--- config.mk ---
export PLATFORM = sky130hd
export DESIGN_NAME = uio_port_ctrl
export DESIGN_NICKNAME = d
export VERILOG_FILES = /design/src/rtl/uio_port_ctrl.sv
export SDC_FILE = /design/constraint.sdc
export NUM_CORES = 1
export LEC_CHECK = 0
export BUFFER_PORTS_ARGS = -buffer_cell sky130_fd_sc_hd__buf_2
export CORE_ASPECT_RATIO = 0.75
export CORE_MARGIN = 4
export CORE_UTILIZATION = 45
export DETAILED_ROUTE_END_ITERATION = 8
export PLACE_DENSITY = 0.64
export SLEW_MARGIN = 20
export SYNTH_ARGS = -nofsm -noshare
export SYNTH_HDL_FRONTEND = slang
export SYNTH_SLANG_ARGS = --single-unit
--- constraint.sdc ---
create_clock -name clk -period 5.2 [get_ports clk]
set_clock_uncertainty 0.05 [all_clocks]
set_input_delay 0.52 -clock clk [delete_from_list [all_inputs] [get_ports clk]]
set_output_delay 0.52 -clock clk [all_outputs]
set_load 0.02 [all_outputs]
--- src/rtl/uio_port_ctrl.sv ---
// Bidirectional pin controller for the uio_* group: direction/output latches,
// input synchronisers, per-channel edge counters and a valid/ready command port.
module uio_port_ctrl #(
    parameter int WIDTH       = 8,
    parameter int SYNC_STAGES = 2,
    parameter int CNT_W       = 8
) (
    input  logic             clk,
    input  logic             rst,
    input  logic             ena,
    input  logic             cmd_valid,
    output logic             cmd_ready,
    input  logic [1:0]       cmd_op,
    input  logic [WIDTH-1:0] cmd_data,
    output logic [CNT_W-1:0] rd_data,
    output logic             rd_valid,
    output logic             edge_irq,
    input  logic [WIDTH-1:0] uio_in,
    output logic [WIDTH-1:0] uio_out,
    output logic [WIDTH-1:0] uio_oe
);

    localparam int          CH_W    = (WIDTH > 1) ? $clog2(WIDTH) : 1;
    localparam logic [31:0] WIDTH_U = WIDTH;

    localparam logic [1:0] OP_OE   = 2'b00;
    localparam logic [1:0] OP_OUT  = 2'b01;
    localparam logic [1:0] OP_READ = 2'b10;
    localparam logic [1:0] OP_MODE = 2'b11;

    typedef enum logic {
        ST_IDLE   = 1'b0,
        ST_RDPEND = 1'b1
    } state_t;

    state_t state_q, state_d;

    logic [WIDTH-1:0] sync_q [SYNC_STAGES];
    logic [WIDTH-1:0] dly_q;
    logic [WIDTH-1:0] rise_q;
    logic [WIDTH-1:0] fall_q;
    logic [WIDTH-1:0] oe_q;
    logic [WIDTH-1:0] out_q;
    logic [WIDTH-1:0] sel_q;
    logic             irq_q, irq_d;
    logic [CNT_W-1:0] rd_data_q;
    logic [CNT_W-1:0] cnt_q [WIDTH];
    logic [CNT_W-1:0] cnt_d [WIDTH];

    logic             accept;
    logic [WIDTH-1:0] hit;
    logic [31:0]      idx_full;
    logic             ch_ok;
    logic [CNT_W-1:0] rd_val;
    logic [WIDTH-1:0] sync_last;

    assign sync_last = sync_q[SYNC_STAGES-1];
    assign accept    = ena & cmd_valid & (state_q == ST_IDLE);

    // The whole operand is the index, so any upper bit set means out of range.
    assign idx_full = 32'(cmd_data);
    assign ch_ok    = (idx_full < WIDTH_U);
    assign rd_val   = ch_ok ? cnt_q[cmd_data[CH_W-1:0]] : '0;

    assign hit = ((sel_q & rise_q) | (~sel_q & fall_q)) & ~oe_q;

    always_comb begin
        state_d = state_q;
        case (state_q)
            ST_IDLE:   if (accept && (cmd_op == OP_READ)) state_d = ST_RDPEND;
            ST_RDPEND: state_d = ST_IDLE;
            default:   state_d = ST_IDLE;
        endcase
    end

    // Saturating counters; a mode write clears everything and beats a same-cycle edge.
    always_comb begin
        irq_d = irq_q | (|hit);
        for (int i = 0; i < WIDTH; i++) begin
            cnt_d[i] = cnt_q[i];
            if (hit[i] && (cnt_q[i] != {CNT_W{1'b1}})) cnt_d[i] = cnt_q[i] + CNT_W'(1);
        end
        if (accept && (cmd_op == OP_MODE)) begin
            irq_d = 1'b0;
            for (int i = 0; i < WIDTH; i++) cnt_d[i] = '0;
        end
    end

    always_ff @(posedge clk) begin
        if (rst) begin
            state_q   <= ST_IDLE;
            dly_q     <= '0;
            rise_q    <= '0;
            fall_q    <= '0;
            oe_q      <= '0;
            out_q     <= '0;
            sel_q     <= '1;
            irq_q     <= 1'b0;
            rd_data_q <= '0;
            for (int s = 0; s < SYNC_STAGES; s++) sync_q[s] <= '0;
            for (int i = 0; i < WIDTH; i++) cnt_q[i] <= '0;
        end else if (ena) begin
            state_q   <= state_d;
            sync_q[0] <= uio_in;
            for (int s = 1; s < SYNC_STAGES; s++) sync_q[s] <= sync_q[s-1];
            dly_q     <= sync_last;
            rise_q    <= sync_last & ~dly_q;
            fall_q    <= ~sync_last & dly_q;
            irq_q     <= irq_d;
            for (int i = 0; i < WIDTH; i++) cnt_q[i] <= cnt_d[i];
            if (accept) begin
                case (cmd_op)
                    OP_OE:   oe_q      <= cmd_data;
                    OP_OUT:  out_q     <= cmd_data;
                    OP_READ: rd_data_q <= rd_val;
                    OP_MODE: sel_q     <= cmd_data;
                    default: ;
                endcase
            end
        end
    end

    assign cmd_ready = ena & (state_q == ST_IDLE);
    assign rd_valid  = (state_q == ST_RDPEND);
    assign rd_data   = rd_data_q;
    assign edge_irq  = irq_q;
    assign uio_out   = out_q;
    assign uio_oe    = oe_q;

endmodule

==> results of run 1 <==
[metrics by stage]
step / total power, mW / hold WS (ps) / area (um2)
after global placement: 1.536 / 398.4 / 6924
after detailed placement: 1.543 / 390.9 / 6924
after global routing: 2.887 / 341.3 / 7546
after CTS: 2.798 / 315.0 / 7546
after floorplan: 1.462 / 390.6 / 6565
final: 2.785 / 340.2 / 7546
[tightest hold or removal path: stages]
cell     delay [ps]
buf_2           130
mux2i_1          70
nand2_1          60
[Yosys cell counts (all sizes together) (8+ instances only)]
master / n
a21oi: 21
nand2: 36
o2bb2ai: 8
ha: 8
xor2: 37
nand4: 10
xnor2: 11
nand3: 27
mux2i: 48
dfxtp: 58
buf: 18
nor2: 112
nand3b: 8
clkbuf: 10
edfxtp: 80
mux4: 16
and3: 33
[layout by cell type, fill, tap and decap left out, types with 2 or more instances in the layout]
cell / count
clkbuf_16: 18
nor4_1: 2
nand4_1: 10
mux4_1: 11
bufinv_16: 3
buf_4: 6
o41ai_1: 4
inv_1: 2
nor2_1: 112
dfxtp_1: 58
xnor2_1: 11
clkbuf_8: 2
buf_2: 48
edfxtp_1: 80
clkbuf_1: 2
and3_1: 33
and4_1: 5
mux4_2: 5
and2_1: 4
xor2_1: 37
clkinv_2: 3
nand3b_1: 8
nand2_1: 36
o22ai_1: 4
a21oi_1: 21
mux2i_1: 48
ha_1: 8
o2bb2ai_1: 8
nand3_1: 27
[layer usage]
metal | vias up | wire [um] | share of wire [%]
li1 | 2169 | - | -
met1 | 2236 | 7039 | 47
met2 | 111 | 6912 | 46
met3 | 12 | 865 | 5.8
met4 | 0 | 128 | 0.86
met5 | - | 0 | 0
[layout make-up]
| cell class | count | area (um2) | share of cell area (%) |
|---|---|---|---|
| tap | 195 | 244.0 | 3.233 |
| sequential | 138 | 3563 | 47.22 |
| clock inverter | 10 | 136.4 | 1.807 |
| multi-input combinational | 402 | 2816 | 37.32 |
| inverter | 4 | 15.01 | 0.1990 |
| clock buffer | 22 | 485.5 | 6.433 |
| timing repair buffer | 54 | 285.3 | 3.780 |
[cell families (layout without fill, tap and decap cells)]
| kind of cell | Yosys count | count (layout) | synth area share (%) |
|---|---|---|---|
| AO/OA/AOI/OAI | 40 | 40 | 3.907 |
| multiplexers | 64 | 64 | 13.44 |
| flip-flops | 138 | 138 | 54.28 |
| adder cells (fa/ha/maj) | 8 | 8 | 1.525 |
| XOR/XNOR | 48 | 48 | 6.404 |
| AND/OR/NAND/NOR | 242 | 242 | 17.63 |
| buffers and inverters | 32 | 90 | 2.821 |
[power breakdown]
part           switching (mW)  total [mW]  leakage (nW)  internal, mW
Clock                   0.454        1.26         0.306         0.808
Combinational           0.127       0.222          1.53        0.0950
Sequential             0.0698        1.30          1.30          1.23
Total                   0.651        2.78          3.14          2.13
[sequential cells by signal, summed over array words and instances, names as in the netlist]
| register | cells |
|---|---|
| cnt_q | 64 |
| sync_q | 16 |
| dly_q | 8 |
| fall_q | 8 |
| rd_data | 8 |
| rise_q | 8 |
| sel_q | 8 |
| uio_oe | 8 |
| uio_out | 8 |
| edge_irq | 1 |
| rd_valid | 1 |
[path summary, 6_finish.rpt]
path	endpoint	startpoint	cells past startpoint
setup reg to reg	cnt_q[3][7]	rd_valid	4
hold reg to reg	rd_data[2]	rd_data[2]	1
setup / recovery	cnt_q[3][7]	rst	5
hold / removal	sel_q[7]	cmd_data[7]	3
==> impl_metrics.ini, run 1 <==
[detailed_routing]
wl_per_cell_um = 18.12
ant_nets = 0
avgViaCountPerCell = 5.488
via_count = 4528
wl_mm = 14.95
drc = 0
initialDrtViolationCount = 299
dr.pass1.iters = 5

[placement]
hpwlAfterDp_mm = 10.42
port_buffers = 48
dp_slack_ps = 2138
dp_cells = 793
gp_congestion = 0.8545

[clock_tree]
clockBufferDepth = 2
clk_latency_ps = 420
ctsResizeCount = 0
clockRootBuffer = clkbuf_16
cts_post_setup_buffers_inserted = 0
cts.sinks = 138
hold_buffers = 0
clk_pin_slew_ps = 60
cts_buffers = 17
htree_levels = 4
cts_tree = done

[setup_path]
crit_family = buffers and inverters
cp.required_ps = 5200
critPathLaunchType = input pin
crit_type = in -> reg
crit_buf_inv = 2
rrSetupSlack_ps = 2930
endpoint_kind = flop
crit_arrival_ps = 2650
max_stage_delay_ps = 630
worstPathCellList = buf_2 -> inv_2 -> o21ai_2 -> a21oi_1 -> nor2_1
critPathMaxFanout = 45
crit_slowest_cell = buf_2

[die]
core-area_um2 = 13980
die_y_um = 112.6
die_w_um = 147.5
start_util_pct = 46.96
row_count = 37
num_io_pins = 49
die-area_um2 = 16610

[synth]
synth_edf_count = 80
yosysWarnings = 0
yosys.cell_types.count = 38
synth_top_area_share_pct = 36.59
yosys-top-cells-area = edfxtp_1 (37%), dfxtp_1 (18%), mux2i_1 (7.3%), nor2_1 (6.4%), xor2_1 (4.9%)
synthesis.instances = 572
syn_nets = 602
synthArstFlopShare_pct = 0
syn-cell-area_um2 = 6565
syn_avg_cell_area_um2 = 11.48
synth.ff_latch_count = 138
synth_largest_area_cell = edfxtp_1
ys_seq_area_share_pct = 54.28
ys.flop_type = edfxtp_1

[pwr]
p_leak_nw = 3.135
ir_drop_mv = 0.2539
power_density_nw_per_um2 = 369.0

[timing]
worst_slew_pin_slew_ps = 830.1
hold_viol_final = 0
max_freq_mhz = 376.8
slew_headroom_pct = 44.66
setup_violations = 0
fin_ws_ps = 2546
min_period_over_period_pct = 51.04
slew_violations = 0
fin_crit_ps = 2654
tns_ps = 0
rsz0062_at_grt = false

[grt]
grt_util_met2_pct = 29.11
track_usage_pct = 18.95
top_usage_layer = met2
antenna_found_initial = 0
grt_start_max_net_pins = 52
grt_pass1_wl_mm = 24.33
use_met3_pct = 5.327
grt_pass1_vias = 4415
grt_overflow = 0
grt_util_met1_pct = 26.45

[finish]
finalNonFillerCells = 825
area_growth_pct = 14.94
drive_above_1_share_pct = 14.60
antennaDiodeCount = 0
fillCellCount = 1241
final_util_pct = 53.97
fin_nets = 647

[run]
maxCapViolations = 0

[outcome]
outcome = complete, no violations

[min_path]
hp-class = in -> reg
No activity file was read; power rests on OpenSTA's default activity.
==> inputs of run 2 (changes only) <==
--- a/config.mk
+++ b/config.mk
@@ -5,12 +5,13 @@
 export SDC_FILE = /design/constraint.sdc
 export NUM_CORES = 1
 export LEC_CHECK = 0
+export ABC_AREA = 1
 export BUFFER_PORTS_ARGS = -buffer_cell sky130_fd_sc_hd__buf_2
 export CORE_ASPECT_RATIO = 0.75
 export CORE_MARGIN = 4
 export CORE_UTILIZATION = 45
 export DETAILED_ROUTE_END_ITERATION = 8
-export PLACE_DENSITY = 0.64
+export PLACE_DENSITY = 0.63
 export SLEW_MARGIN = 20
 export SYNTH_ARGS = -nofsm -noshare
 export SYNTH_HDL_FRONTEND = slang
==> constraint.sdc (replaced) <==
create_clock -name clk -period 2.65 [get_ports clk]
set_clock_uncertainty 0.05 [all_clocks]
set_input_delay 0.265 -clock clk [delete_from_list [all_inputs] [get_ports clk]]
set_output_delay 0.265 -clock clk [all_outputs]
set_load 0.02 [all_outputs]
==> run 2 against run 1 <==
Wire length increased by 9.6%. Synthesized cell count increased by 37%. Combinational power increased by 130%. Area after synthesis increased by 2.8%. Critical path depth increased by 4. Sequential power increased by 95%. Critical endpoint is now cnt_q[2][0]. Clock-buffer cell count increased by 1. Cell count increased by 27%.
==> impl_metrics.ini, run 2 <==
[timing]
fin_crit_ps = 2201
tns_ps = 0
min_period_over_period_pct = 83.05
slew_headroom_pct = 49.67
max_freq_mhz = 454.4
setup_violations = 0
fin_ws_ps = 449.1
rsz0062_at_grt = false
worst_slew_pin_slew_ps = 754.1
slew_violations = 0
hold_viol_final = 0

[synth]
synth_largest_area_cell = edfxtp_1
ys_seq_area_share_pct = 52.79
syn_avg_cell_area_um2 = 8.621
yosys.cell_types.count = 42
syn-cell-area_um2 = 6750
synth.ff_latch_count = 138
synth_top_area_share_pct = 35.59
ys.flop_type = edfxtp_1
yosys-top-cells-area = edfxtp_1 (36%), dfxtp_1 (17%), nand2_1 (8.3%), nor2_1 (6.4%), inv_1 (5.7%)
synthesis.instances = 783
synth.top_cells.by_count = nand2_1 (150), nor2_1 (115), inv_1 (102)
syn_nets = 813
yosysWarnings = 0
synth_edf_count = 80
yosysMostFrequentCell = nand2_1
synthArstFlopShare_pct = 0

[finish]
final_common_cell = nand2_1
drive_above_1_share_pct = 14.10
layout_common_cells = nand2_1 (150), nor2_1 (115), inv_1 (102)
fin_nets = 861
largestRegisters = cnt_q: 64 flops, sync_q: 16 flops
antennaDiodeCount = 0
fin_area_um2 = 7721
area_growth_pct = 14.38
final_util_pct = 52.90
fillCellCount = 1362
largest_reg_flops = 64
top_register = cnt_q
finalNonFillerCells = 1044

[setup_path]
crit_type = reg -> reg
cp.required_ps = 2660
critPathMaxFanout = 14
endpoint_kind = flop
crit_arrival_ps = 2210
critPathLaunchType = flop

[detailed_routing]
wl_mm = 16.38
avgViaCountPerCell = 5.163
wl_per_cell_um = 15.69
dr.pass1.iters = 7
ant_nets = 0
drc = 0
initialDrtViolationCount = 563
via_count = 5390

[grt]
grt_start_max_net_pins = 46
antenna_found_initial = 0
track_usage_pct = 20.45
grt_pass1_wl_mm = 27.10
grt_pass1_vias = 5322
grt_overflow = 0

[placement]
port_buffers = 48
hpwlAfterDp_mm = 11.81
dpl-instance-area_um2 = 7111
dp_cells = 1012
gp_congestion = 0.9027
dp_slack_ps = 457.1

[run]
maxCapViolations = 0

[clock_tree]
cts_tree = done
cts_buffers = 17
ctsResizeCount = 0
cts_post_setup_buffers_inserted = 0
cts.sinks = 138
hold_buffers = 0
clockRootBuffer = clkbuf_16
clockBufferDepth = 2
htree_levels = 4
clk_latency_ps = 430
clk_pin_slew_ps = 60

[pwr]
power_density_nw_per_um2 = 706.8
comb_power_share_pct = 9.5
p_leak_nw = 3.356
p_int_mw = 4.053
clkPwrFrac_pct = 43.9
netSwitchingFraction_pct = 25.74
ir_drop_mv = 0.4843
p_seq_share_pct = 46.6
p_sw_mw = 1.405

[die]
die_y_um = 114.1
core-area_um2 = 14600
die_w_um = 149.4
num_io_pins = 49
start_util_pct = 46.25
row_count = 38
die-area_um2 = 17040

[min_path]
hp-class = in -> reg

[outcome]
outcome = complete, no violations
-- run 2: metrics by stage --
stage | power, mW | hold slack (ps)
2_1_floorplan | 2.932 | 328.2
3_3_place_gp | 3.082 | 376.5
3_5_place_dp | 3.101 | 387.4
4_1_cts | 5.486 | 41.42
5_1_grt | 5.706 | 56.74
6_report | 5.457 | 51.67
-- run 2: logic make-up after synthesis --
family / count (synthesis) / share of synthesized area (%)
AND/OR/NAND/NOR: 360 / 23.80
buffers and inverters: 138 / 9.138
flip-flops: 138 / 52.79
AO/OA/AOI/OAI: 126 / 11.10
XOR/XNOR: 13 / 1.687
adder cells (fa/ha/maj): 8 / 1.483
-- run 2: final cells by class --
cell class / instances / area, um2 / area share, %
flip-flops and latches: 138 / 3563 / 46.15
multi-input cells: 507 / 2570 / 33.28
clock buffers: 23 / 543.0 / 7.033
inverters: 111 / 426.7 / 5.526
repair buffers: 56 / 300.3 / 3.889
well taps: 200 / 250.2 / 3.241
clock inverters: 9 / 67.56 / 0.8751
-- run 2: worst max-delay path: stages, from the launching register on --
cell,delay (ps)
dfxtp_1,320
inv_1,90
nand3_2,100
nor2_4,160
nand2_4,140
inv_4,120
nor2_4,90
inv_4,190
nor2_1,70
nor2_1,510
-- run 2: power by group through the flow --
stage	registers (mW)	logic [mW]	clock network (mW)
finish	2.54	0.518	2.40
global route	2.56	0.591	2.55
CTS	2.54	0.518	2.43
detailed placement	2.59	0.515	0
global placement	2.58	0.504	0
floorplan	2.56	0.369	0
-- run 2: metal layers --
metal	GRT usage, %	vias up	part of all wire [%]
li1	-	2693	-
met1	29.20	2522	48
met2	31.17	157	45
met3	5.184	18	6.2
met4	5.610	0	0.98
met5	0	-	0
-- run 2: worst paths after layout --
kind	startpoint	to	slack [ps]	cells after the start
setup / recovery	rd_valid	cnt_q[2][0]	450	9
hold / removal	cmd_data[6]	sel_q[6]	50	3
setup reg to reg	rd_valid	cnt_q[2][0]	450	9
hold reg to reg	dly_q[4]	rise_q[4]	400	1
==> inputs of run 3 (changes only) <==
--- a/config.mk
+++ b/config.mk
@@ -5,13 +5,13 @@
 export SDC_FILE = /design/constraint.sdc
 export NUM_CORES = 1
 export LEC_CHECK = 0
-export ABC_AREA = 1
+export ABC_AREA = 0
 export BUFFER_PORTS_ARGS = -buffer_cell sky130_fd_sc_hd__buf_2
 export CORE_ASPECT_RATIO = 0.75
 export CORE_MARGIN = 4
 export CORE_UTILIZATION = 45
 export DETAILED_ROUTE_END_ITERATION = 8
-export PLACE_DENSITY = 0.63
+export PLACE_DENSITY = 0.66
 export SLEW_MARGIN = 20
 export SYNTH_ARGS = -nofsm -noshare
 export SYNTH_HDL_FRONTEND = slang
==> constraint.sdc (replaced) <==
create_clock -name clk -period 1.8 [get_ports clk]
set_clock_uncertainty 0.05 [all_clocks]
set_input_delay 0.18 -clock clk [delete_from_list [all_inputs] [get_ports clk]]
set_output_delay 0.18 -clock clk [all_outputs]
set_load 0.02 [all_outputs]
==> run 3 against run 2 <==
Worst hold slack got worse by 18 ps. Utilization increased by 3.9 points. First-iteration DRC count fell by 51%. Sequential cell count stayed put. Sequential share of layout area down 1.3 points. Final area rose by 2.8%. Setup slack worse by 360 ps. Register-to-register slack got worse by 360 ps. Critical path type unchanged. Critical endpoint is now cnt_q[6][3].
==> impl_metrics.ini, run 3 (synthesized netlist as in run 1, its figures left out) <==
[die]
die_y_um = 112.6
core-area_um2 = 13980
die-area_um2 = 16610
die_w_um = 147.5
start_util_pct = 46.96
num_io_pins = 49
row_count = 37

[finish]
drive_above_1_share_pct = 21.25
largestRegisters = cnt_q: 64 flops, sync_q: 16 flops
fin_nets = 690
layout_common_cells = nor2_1 (112), edfxtp_1 (80), dfxtp_1 (58)
antennaDiodeCount = 0
area_growth_pct = 20.93
final_util_pct = 56.78
top_register = cnt_q
final_common_cell = nor2_1
largest_reg_flops = 64

[setup_path]
endpoint_kind = flop
crit_type = reg -> reg
ff2ff_path_depth = 6
cp.required_ps = 1880
critPathLaunchType = flop
crit_arrival_ps = 1790
critPathMaxFanout = 8

[detailed_routing]
avgViaCountPerCell = 5.449
ant_nets = 0
dr.pass1.iters = 5
drc = 0
wl_per_cell_um = 17.75
wl_mm = 15.41
via_count = 4730
initialDrtViolationCount = 278

[pwr]
ir_drop_mv = 0.7482
p_leak_nw = 3.354
power_density_nw_per_um2 = 997.2

[placement]
hpwlAfterDp_mm = 11.21
port_buffers = 48
gp_congestion = 0.8155

[timing]
tns_ps = 0
min_period_over_period_pct = 95.28
setup_violations = 0
fin_crit_ps = 1715
slew_headroom_pct = 55.23
hold_viol_final = 0
rsz0062_at_grt = false
worst_slew_pin_slew_ps = 670.8
slew_violations = 0
max_freq_mhz = 583.1

[clock_tree]
clockBufferDepth = 2
clk_pin_slew_ps = 60
cts_buffers = 17
cts_tree = done
cts.sinks = 138
clk_latency_ps = 420
htree_levels = 4
clockRootBuffer = clkbuf_16

[grt]
track_usage_pct = 19.48
grt_pass1_vias = 4719
antenna_found_initial = 0
grt_start_max_net_pins = 44
grt_overflow = 0
grt_pass1_wl_mm = 25.28

[outcome]
outcome = complete, no violations

[run]
maxCapViolations = 0

[min_path]
whs_path_depth = 2
hp-class = in -> reg
## run 3: cell types whose count changed in the layout (fill, tap and decap cells not counted), sizes merged, moves of 16 or more
| cell | change |
|---|---|
| inv | -107 |
| nand2 | -117 |
| xor2 | +29 |
| a21oi | -19 |
| buf | +39 |
| and3 | +33 |
| o21ai | -48 |
| mux2i | +48 |
| nand3 | -32 |
| mux4 | +16 |
## run 3: what timing repair did
action / in CTS / in global routing
setup endpoints to repair: 0 / 16
endpoints found under the hold margin: 2 / 0
resized for setup: 0 / 4
buffers inserted: 0 / 2
hold buffers: 2 / 0
## run 3: metal layers
layer | vias up | track usage (%) | routed length (um)
met1 | 2327 | 27.07 | 7142
met2 | 123 | 29.82 | 7173
met4 | 0 | 6.766 | 251
li1 | 2259 | - | -
met5 | - | 0 | 0
met3 | 21 | 4.964 | 842
## run 3: area by class of cell
class / instances / area, um2
clock buffers: 19 / 464.2
clock inverters: 13 / 112.6
fillers: 1175 / 6042
inverters: 4 / 15.01
multi-input cells: 402 / 2907
flip-flops and latches: 138 / 3563
well taps: 195 / 244.0
repair buffers: 97 / 633.1
## run 3: where the power goes
group	internal (mW)	switching (mW)	total [mW]
Combinational	0.368	0.423	0.790
Sequential	3.55	0.176	3.73
Clock	2.02	1.37	3.40
## run 3: worst max-delay path, cell delays in order (launching register included)
cell	delay [ps]
edfxtp_1	410
ha_2	220
nand3_2	80
nor2_1	60
and3_1	190
o41ai_4	230
buf_6	190
## run 3: metrics by stage
stage | worst slack [ps] | hold slack (ps) | instance area, um2 | instances | total power [mW]
floorplan | -22.35 | 255.1 | 6645 | 572 | 4.240
global placement | 102.2 | 399.5 | 7310 | 832 | 4.533
detailed placement | 30.88 | 403.3 | 7310 | 832 | 4.561
CTS | 17.46 | 17.95 | 7906 | 866 | 7.957
global route | 1.607 | 26.99 | 7939 | 868 | 8.194
finish | 85.04 | 33.78 | 7939 | 868 | 7.917
## run 3: final timing paths
| path | start | endpoint | slack (ps) |
|---|---|---|---|
| max | cnt_q[6][1] | cnt_q[6][3] | 90 |
| min | uio_in[6] | sync_q[0][6] | 30 |
| max reg2reg | cnt_q[6][1] | cnt_q[6][3] | 90 |
| min reg2reg | rise_q[7] | rise_q[7] | 410 |
